$ cat src/rtl/ez90_pkg.sv
`default_nettype none
// +----------------------------------------------------------------------------+
// | Module      : ez90_pkg                                                     |
// | Description : Shared eZ90 types: renamed uop, physical register id and     |
// |               the retirement stage state encoding.                         |
// | Revision    : 1.0 - initial release                                        |
// +----------------------------------------------------------------------------+
package ez90_pkg;

    localparam int c_PREG_W = 7;

    typedef logic [c_PREG_W-1:0] ez90_preg_t;

    typedef struct packed {
        logic [31:0] pc;
        logic        rd_valid;
        logic [4:0]  arch_rd;
        ez90_preg_t  pd_new;
        ez90_preg_t  pd_old;
    } ez90_uop_rn_t;

    typedef enum logic [1:0] {
        ST_RUN       = 2'd0,
        ST_FLUSH     = 2'd1,
        ST_TRAP_WAIT = 2'd2
    } ez90_commit_state_e;

endpackage
`default_nettype wire

$ cat src/rtl/ez90_commit_if.sv
`default_nettype none
// +----------------------------------------------------------------------------+
// | Module      : ez90_commit_if                                               |
// | Description : ROB-head, retirement and trap signals of the commit stage.   |
// | Revision    : 1.0 - initial release                                        |
// +----------------------------------------------------------------------------+
interface ez90_commit_if #(
    parameter int IDX_W = 6
);
    import ez90_pkg::*;

    logic               head_valid;
    logic               head_done;
    ez90_uop_rn_t       head_uop;
    logic [IDX_W-1:0]   head_idx;
    logic               head_has_trap;
    logic [31:0]        head_trap_cause;
    logic               head_pop;
    logic               commit_ready;
    logic               commit_valid;
    logic [4:0]         commit_arch_rd;
    ez90_preg_t         commit_preg;
    logic               commit_rd_valid;
    logic               free_valid;
    ez90_preg_t         commit_free_preg;
    logic [IDX_W-1:0]   commit_rob_idx;
    logic               flush;
    logic               trap_valid;
    logic [31:0]        trap_cause;
    logic [31:0]        trap_pc;
    logic               trap_ready;

    // Commit stage side
    modport slave (
        input  head_valid, head_done, head_uop, head_idx, head_has_trap,
               head_trap_cause, commit_ready, trap_ready,
        output head_pop, commit_valid, commit_arch_rd, commit_preg,
               commit_rd_valid, free_valid, commit_free_preg, commit_rob_idx,
               flush, trap_valid, trap_cause, trap_pc
    );

    // ROB / consumers / trap handler side
    modport master (
        output head_valid, head_done, head_uop, head_idx, head_has_trap,
               head_trap_cause, commit_ready, trap_ready,
        input  head_pop, commit_valid, commit_arch_rd, commit_preg,
               commit_rd_valid, free_valid, commit_free_preg, commit_rob_idx,
               flush, trap_valid, trap_cause, trap_pc
    );

endinterface
`default_nettype wire

$ cat src/rtl/ez90_commit.sv
`default_nettype none
// +----------------------------------------------------------------------------+
// | Module      : ez90_commit                                                  |
// | Description : In-order retirement of the ROB head; trapping heads raise a  |
// |               flush pulse and a held trap request. EZ90_COMMIT_PERF_EN     |
// |               adds retire/trap counters.                                   |
// | Revision    : 1.0 - initial release                                        |
// +----------------------------------------------------------------------------+
module ez90_commit
    import ez90_pkg::*;
#(
    parameter int IDX_W = 6
) (
    input  logic               clk,
    input  logic               rst,
    ez90_commit_if.slave       cif
`ifdef EZ90_COMMIT_PERF_EN
    ,
    output logic [63:0]        retire_count,
    output logic [31:0]        trap_count
`endif
);

    ez90_commit_state_e r_state;
    ez90_commit_state_e w_state_next;
    logic               w_retire_ok;
    logic               w_trap_detect;

    logic               r_commit_valid;
    logic [4:0]         r_commit_arch_rd;
    ez90_preg_t         r_commit_preg;
    logic               r_commit_rd_valid;
    logic               r_free_valid;
    ez90_preg_t         r_commit_free_preg;
    logic [IDX_W-1:0]   r_commit_rob_idx;
    logic               r_flush;
    logic               r_trap_valid;
    logic [31:0]        r_trap_cause;
    logic [31:0]        r_trap_pc;

    always_ff @(posedge clk or posedge rst) begin
        if (rst) begin
            r_state <= ST_RUN;
        end else begin
            r_state <= w_state_next;
        end
    end

    // A trapping head is acted on regardless of commit_ready: it is never retired.
    always_comb begin
        w_state_next  = r_state;
        w_retire_ok   = 1'b0;
        w_trap_detect = 1'b0;
        case (r_state)
            ST_RUN: begin
                w_retire_ok   = cif.head_valid && cif.head_done &&
                                !cif.head_has_trap && cif.commit_ready;
                w_trap_detect = cif.head_valid && cif.head_done && cif.head_has_trap;
                if (w_trap_detect) begin
                    w_state_next = ST_FLUSH;
                end
            end
            ST_FLUSH: begin
                w_state_next = ST_TRAP_WAIT;
            end
            ST_TRAP_WAIT: begin
                if (cif.trap_ready) begin
                    w_state_next = ST_RUN;
                end
            end
            default: begin
                w_state_next = ST_RUN;
            end
        endcase
    end

    always_ff @(posedge clk or posedge rst) begin
        if (rst) begin
            r_commit_valid     <= 1'b0;
            r_commit_arch_rd   <= '0;
            r_commit_preg      <= '0;
            r_commit_rd_valid  <= 1'b0;
            r_free_valid       <= 1'b0;
            r_commit_free_preg <= '0;
            r_commit_rob_idx   <= '0;
            r_flush            <= 1'b0;
            r_trap_valid       <= 1'b0;
            r_trap_cause       <= '0;
            r_trap_pc          <= '0;
        end else begin
            r_commit_valid <= w_retire_ok;
            // Physical register 0 is never handed back to the free list.
            r_free_valid   <= w_retire_ok && cif.head_uop.rd_valid &&
                              (cif.head_uop.pd_old != '0);
            r_flush        <= w_trap_detect;
            r_trap_valid   <= (w_state_next == ST_TRAP_WAIT);
            if (w_retire_ok) begin
                r_commit_arch_rd   <= cif.head_uop.arch_rd;
                r_commit_preg      <= cif.head_uop.pd_new;
                r_commit_rd_valid  <= cif.head_uop.rd_valid;
                r_commit_free_preg <= cif.head_uop.pd_old;
                r_commit_rob_idx   <= cif.head_idx;
            end
            if (w_trap_detect) begin
                r_trap_cause <= cif.head_trap_cause;
                r_trap_pc    <= cif.head_uop.pc;
            end
        end
    end

    assign cif.head_pop         = w_retire_ok;
    assign cif.commit_valid     = r_commit_valid;
    assign cif.commit_arch_rd   = r_commit_arch_rd;
    assign cif.commit_preg      = r_commit_preg;
    assign cif.commit_rd_valid  = r_commit_rd_valid;
    assign cif.free_valid       = r_free_valid;
    assign cif.commit_free_preg = r_commit_free_preg;
    assign cif.commit_rob_idx   = r_commit_rob_idx;
    assign cif.flush            = r_flush;
    assign cif.trap_valid       = r_trap_valid;
    assign cif.trap_cause       = r_trap_cause;
    assign cif.trap_pc          = r_trap_pc;

`ifdef EZ90_COMMIT_PERF_EN
    logic [63:0] r_retire_count;
    logic [31:0] r_trap_count;

    always_ff @(posedge clk or posedge rst) begin
        if (rst) begin
            r_retire_count <= '0;
            r_trap_count   <= '0;
        end else begin
            if (w_retire_ok) begin
                r_retire_count <= r_retire_count + 64'd1;
            end
            if (w_trap_detect) begin
                r_trap_count <= r_trap_count + 32'd1;
            end
        end
    end

    assign retire_count = r_retire_count;
    assign trap_count   = r_trap_count;
`endif

endmodule
`default_nettype wire

$ cat src/flat_wrapper.sv
// flat-port wrapper written by rule: the top's interface ports become plain ports
module ez90_commit_flat import ez90_pkg::*;
#(
    parameter int IDX_W = 6
)
  (clk, rst, cif_head_valid, cif_head_done, cif_head_uop, cif_head_idx, cif_head_has_trap, cif_head_trap_cause, cif_commit_ready, cif_trap_ready, cif_head_pop, cif_commit_valid, cif_commit_arch_rd, cif_commit_preg, cif_commit_rd_valid, cif_free_valid, cif_commit_free_preg, cif_commit_rob_idx, cif_flush, cif_trap_valid, cif_trap_cause, cif_trap_pc);
  ez90_commit_if #(.IDX_W(IDX_W)) cif_i ();
  input  logic clk;
  input  logic rst;
  input wire logic [$bits(cif_i.head_valid)-1:0] cif_head_valid;
  input wire logic [$bits(cif_i.head_done)-1:0] cif_head_done;
  input wire logic [$bits(cif_i.head_uop)-1:0] cif_head_uop;
  input wire logic [$bits(cif_i.head_idx)-1:0] cif_head_idx;
  input wire logic [$bits(cif_i.head_has_trap)-1:0] cif_head_has_trap;
  input wire logic [$bits(cif_i.head_trap_cause)-1:0] cif_head_trap_cause;
  input wire logic [$bits(cif_i.commit_ready)-1:0] cif_commit_ready;
  input wire logic [$bits(cif_i.trap_ready)-1:0] cif_trap_ready;
  output wire logic [$bits(cif_i.head_pop)-1:0] cif_head_pop;
  output wire logic [$bits(cif_i.commit_valid)-1:0] cif_commit_valid;
  output wire logic [$bits(cif_i.commit_arch_rd)-1:0] cif_commit_arch_rd;
  output wire logic [$bits(cif_i.commit_preg)-1:0] cif_commit_preg;
  output wire logic [$bits(cif_i.commit_rd_valid)-1:0] cif_commit_rd_valid;
  output wire logic [$bits(cif_i.free_valid)-1:0] cif_free_valid;
  output wire logic [$bits(cif_i.commit_free_preg)-1:0] cif_commit_free_preg;
  output wire logic [$bits(cif_i.commit_rob_idx)-1:0] cif_commit_rob_idx;
  output wire logic [$bits(cif_i.flush)-1:0] cif_flush;
  output wire logic [$bits(cif_i.trap_valid)-1:0] cif_trap_valid;
  output wire logic [$bits(cif_i.trap_cause)-1:0] cif_trap_cause;
  output wire logic [$bits(cif_i.trap_pc)-1:0] cif_trap_pc;
  assign cif_i.head_valid = cif_head_valid;
  assign cif_i.head_done = cif_head_done;
  assign cif_i.head_uop = cif_head_uop;
  assign cif_i.head_idx = cif_head_idx;
  assign cif_i.head_has_trap = cif_head_has_trap;
  assign cif_i.head_trap_cause = cif_head_trap_cause;
  assign cif_i.commit_ready = cif_commit_ready;
  assign cif_i.trap_ready = cif_trap_ready;
  assign cif_head_pop = cif_i.head_pop;
  assign cif_commit_valid = cif_i.commit_valid;
  assign cif_commit_arch_rd = cif_i.commit_arch_rd;
  assign cif_commit_preg = cif_i.commit_preg;
  assign cif_commit_rd_valid = cif_i.commit_rd_valid;
  assign cif_free_valid = cif_i.free_valid;
  assign cif_commit_free_preg = cif_i.commit_free_preg;
  assign cif_commit_rob_idx = cif_i.commit_rob_idx;
  assign cif_flush = cif_i.flush;
  assign cif_trap_valid = cif_i.trap_valid;
  assign cif_trap_cause = cif_i.trap_cause;
  assign cif_trap_pc = cif_i.trap_pc;
  ez90_commit #(.IDX_W(IDX_W)) u_core (.clk(clk), .rst(rst), .cif(cif_i));
endmodule
$ cat config.mk
export PLATFORM = sky130hd
export DESIGN_NAME = ez90_commit_flat
export DESIGN_NICKNAME = d
export VERILOG_FILES = /design/src/rtl/ez90_pkg.sv /design/src/rtl/ez90_commit_if.sv /design/src/rtl/ez90_commit.sv /design/src/flat_wrapper.sv
export SDC_FILE = /design/constraint.sdc
export NUM_CORES = 1
export LEC_CHECK = 0
export ABC_CLOCK_PERIOD_IN_PS = 4300
export CAP_MARGIN = 30
export CORE_MARGIN = 4
export CORE_UTILIZATION = 40
export DETAILED_ROUTE_END_ITERATION = 16
export GPL_ROUTABILITY_DRIVEN = 0
export PLACE_DENSITY = 0.8
export SYNTH_ARGS = -nofsm -noshare
export SYNTH_HDL_FRONTEND = slang
export SYNTH_SLANG_ARGS = --single-unit
$ cat constraint.sdc
create_clock -name clk -period 4.3 [get_ports clk]
set_clock_uncertainty 0.1 [all_clocks]
set_input_delay 0.86 -clock clk [delete_from_list [all_inputs] [get_ports clk]]
set_output_delay 0.86 -clock clk [all_outputs]
set_load 0.03 [all_outputs]
After elaboration in Yosys (flattened, before gate mapping):

Cells that the tools add are included.

* output and inout bits: 95
* input bits: 97
* bits in registers: 96

* equality and inequality tests: 3
* mux-type cells: 5
* reductions and logical operators: 9

Operators with widths (count)
* nonzero test 7 bit: 1
* logical AND 1 bit: 6
* case mux 2 bit (3 select lines): 1
* equality test 2 bit, second input constant: 2
* 2-to-1 mux 2 bit: 2
* equality test 2 x 1 -> 1 bit, second input constant: 1
* zero test 2 bit: 1
* 2-to-1 mux 1 bit: 2
* zero test 1 bit: 1

Depth between registers and ports, before layout:

* depth in word-level cells: 6
* mapped depth: 5
* mapped depth without buffers: 3

Worst setup path before layout:

Ideal clock, no wire load.

* kind: input port to output port
* start: input cif_head_valid
* end: output cif_head_pop
* cell stages on the path: 5
* required time: 3340 ps
* path buffers: 2
* arrival time: 1665 ps
* slack: 1675 ps
* path through: and4bb_1 nand3b_1 buf_6 buf_6 inv_1

* cells in the longest elaborated chain, start to end: 4

RTL lines
* start, declared: line flat_wrapper.sv:10 `input wire logic [$bits(cif_i.head_valid)-1:0] cif_head_valid;`
* logical AND 1 bit (2 in series): line ez90_commit.sv:56 `w_retire_ok = cif.head_valid && cif.head_done &&`
* logical AND 1 bit: line ez90_commit.sv:57 `!cif.head_has_trap && cif.commit_ready;`
* 2-to-1 mux 1 bit: line ez90_commit.sv:54 `case (r_state)`
* end, declared: line flat_wrapper.sv:18 `output wire logic [$bits(cif_i.head_pop)-1:0] cif_head_pop;`

No other way between the ends.

Worst setup path in the final report:

Same ends and word-level chain as after synthesis.

==> impl_metrics.csv <==
group,metric,value,unit
floorplan,core,9330,µm²
clock_network,cts_made_buffers,9,
setup_path,cp-start-kind,"input port",
detailed_routing,num_vias,2432,
clock_network,cts-htree-levels,3,
synthesis,ys_types,16,
cells_and_area,finalNetCount,501,
detailed_routing,firstDrtPassIters,4,
power_and_ir_drop,peakVddDrop,0.000215,V
setup_path,crit_arrival,1.94,ns
power_and_ir_drop,cellLeakagePower,2.60,nW
synthesis,syn-num-nets,305,
synthesis,synth_most_common_cell,"dfrtp_1",
clock_network,cts_tree,"built",
synthesis,synth_flop_cell,"dfrtp_1",
synthesis,synth_top_area_share,62.1,%
global_routing,grt_antenna_before_repair,0,
detailed_routing,drt-wirelength-per-cell,17.0,µm
sta,setup_violations,0,
clock_network,clkLatencyLatePin,0.33,ns
power_and_ir_drop,clkPwrFrac,18.3,%
clock_network,path_clk_slew,0.08,ns
power_and_ir_drop,power_density,527,nW/µm²
global_routing,grt_max_degree,66,
floorplan,rows,35,
sta,setup_tns,0,ns
synthesis,synth_edf_count,0,
synthesis,netlist_area,3870,µm²
cells_and_area,final_layout_size_suffix_gt1_share,27.2,%
floorplan,die_area,11300,µm²
detailed_routing,drc,0,
worst_hold_path,holdCritPathClass,"reg2reg",
sta,hold_viol,0,
synthesis,async_flop_share,100,%
setup_path,worstSetupPathType,"in2out",
sta,slew_headroom,49.0,%
power_and_ir_drop,power,0.00317,W
synthesis,synthesis.area_per_instance,18.6,µm²
sta,min_period_over_period,67.4,%
global_routing,grt_pass1_vias,2748,
global_routing,grt_usage,16.3,%
setup_path,end_kind,"output pin",
clock_network,clock_path_buffers,2,
power_and_ir_drop,seq_power_share,39.3,%
clock_network,postCtsSetupRepairBufs,0,
synthesis,synth_cells,208,
setup_path,worst_ep_required_time,3.34,ns
floorplan,pin_count,192,
cells_and_area,fillerInstances,697,
sta,tightest_slew,0.764,ns
detailed_routing,vias_per_cell,4.53,
floorplan,die_w,106,µm
synthesis,ys_warn_count,0,
power_and_ir_drop,cell_internal_pwr,0.00209,W
synthesis,ys_seq_area_share,62.1,%
clock_network,holdBufCountCts,0,
cells_and_area,final_cell_count_no_fill,537,
place,hpwlAfterDp,6.96,mm
status,status,"complete, no violations",
cells_and_area,insertedDiodeCount,0,
power_and_ir_drop,swShare,34.2,%
place,dpl.cell_count,522,
sta,rsz0062_at_grt,"false",
detailed_routing,drtIter0Drc,45,
power_and_ir_drop,combPwrFrac,42.4,%
global_routing,grt-ovfl-total,0,
global_routing,grt_pass1_wl,14.4,mm
sta,finalCriticalPeriod,2.90,ns
setup_path,cp_max_fo,3,
job,cap_violations,0,
cells_and_area,area_growth,55.6,%
clock_network,clock-root-buffer,"clkbuf_8",
floorplan,start_util,41.5,%
floorplan,die_h,106,µm
place,io_buffers,191,
clock_network,clock-sinks,96,
power_and_ir_drop,switching_power,0.00108,W
detailed_routing,postRouteAntennaNets,0,
synthesis,yosysTopAreaCell,"dfrtp_1",
sta,slew_violations,0,
synthesis,yosys-top-cells-count,"dfrtp_1, mux2_4, mux2_2",
sta,fmax,345,MHz
detailed_routing,postRouteWirelength,9.11,mm
clock_network,cts_resized,0,
synthesis,synthTopCellsByArea,"dfrtp_1, mux2_4, mux2_2, buf_12, buf_6",
synthesis,ys_ff_latch,96,
sequential cells by signal, summed over array words and instances, names as in the netlist:
register                     count
u_core.cif.commit_valid          1
u_core.r_state                   2
u_core.cif.commit_preg           7
u_core.cif.commit_free_preg      7
u_core.cif.free_valid            1
u_core.cif.commit_arch_rd        5
u_core.cif.trap_cause           32
u_core.cif.commit_rob_idx        6
u_core.cif.flush                 1
u_core.cif.trap_valid            1
u_core.cif.trap_pc              32
u_core.cif.commit_rd_valid       1
worst max-delay path, cell delays in order:
cell,delay [ns]
clkdlybuf4s50_1,0.45
and4bb_1,0.24
nand3b_1,0.13
inv_1,0.10
buf_4,0.16
placed cells by master, fill, tap and decap left out, drive strengths merged:
master / count
bufinv: 1
and4bb: 1
mux2: 90
nand3b: 1
or4: 1
or2b: 1
nor2: 1
and2: 2
buf: 5
inv: 3
o41ai: 1
clkinvlp: 2
clkdlybuf4s50: 190
dfrtp: 96
clkbuf: 11
mux2i: 2
power groups by stage:
| stage | clock network, W | logic, W | registers (W) |
|---|---|---|---|
| final | 0.000581 | 0.00135 | 0.00125 |
| after global routing | 0.000644 | 0.00141 | 0.00128 |
| after CTS | 0.000605 | 0.00136 | 0.00125 |
| after detailed placement | 0 | 0.00136 | 0.00126 |
| after global placement | 0 | 0.00134 | 0.00125 |
| after floorplan | 0 | 0.000313 | 0.00169 |
routing by layer:
metal,wire [µm],up-vias,GRT usage (%)
met5,0,-,0
met2,4390,120,27.3
met4,187,0,6.01
met3,860,16,6.01
li1,-,1119,-
met1,3670,1177,19.1
through the flow:
step                      worst slack [ns]  cell area [µm²]  hold WS, ns  utilization, %
after floorplan                      0.835             3870        0.354               -
after global placement                1.32             5830        0.388            62.5
after detailed placement              1.25             5830        0.391            62.5
after CTS                             1.39             6020        0.410            64.6
after global routing                  1.33             6020        0.428            64.6
final                                 1.40             6020        0.404            64.6
kinds of logic (layout without fill, tap and decap cells):
logic type | after synthesis | after routing | synth area share (%)
flops | 96 | 96 | 62.1
mux | 92 | 92 | 32.0
compound gates | 1 | 1 | 0.226
simple gates | 7 | 7 | 1.39
buf+inv | 12 | 212 | 4.30
final timing paths:
| kind | start | end | slack [ns] | depth (start not counted) |
|---|---|---|---|---|
| worst min-delay path | u_core.r_state[1]$_DFF_PP0_ | u_core.r_state[1]$_DFF_PP0_ | 0.40 | 1 |
| max in group asynchronous | rst | u_core.cif.trap_pc[16]$_DFFE_PP0P_ | 2.45 | 3 |
| min in group asynchronous | rst | u_core.cif.flush$_DFF_PP0_ | 0.91 | 2 |
| worst max register to register | u_core.r_state[0]$_DFF_PP0_ | u_core.cif.trap_pc[28]$_DFFE_PP0P_ | 2.12 | 4 |
| worst min register to register | u_core.r_state[1]$_DFF_PP0_ | u_core.r_state[1]$_DFF_PP0_ | 0.40 | 1 |
| worst max-delay path | cif_head_valid | cif_head_pop | 1.40 | 5 |
final cells by class:
cell class                      count  area [µm²]  area share [%]
Clock inverter                      4        53.8           0.893
Inverter                            2        10.0           0.166
Clock buffer                       11         141            2.35
Timing Repair Buffer              195        1950            32.4
Multi-Input combinational cell    100        1300            21.6
Tap cell                          129         161            2.68
Sequential cell                    96        2400            39.9
Power figures use the tool's default switching activity.
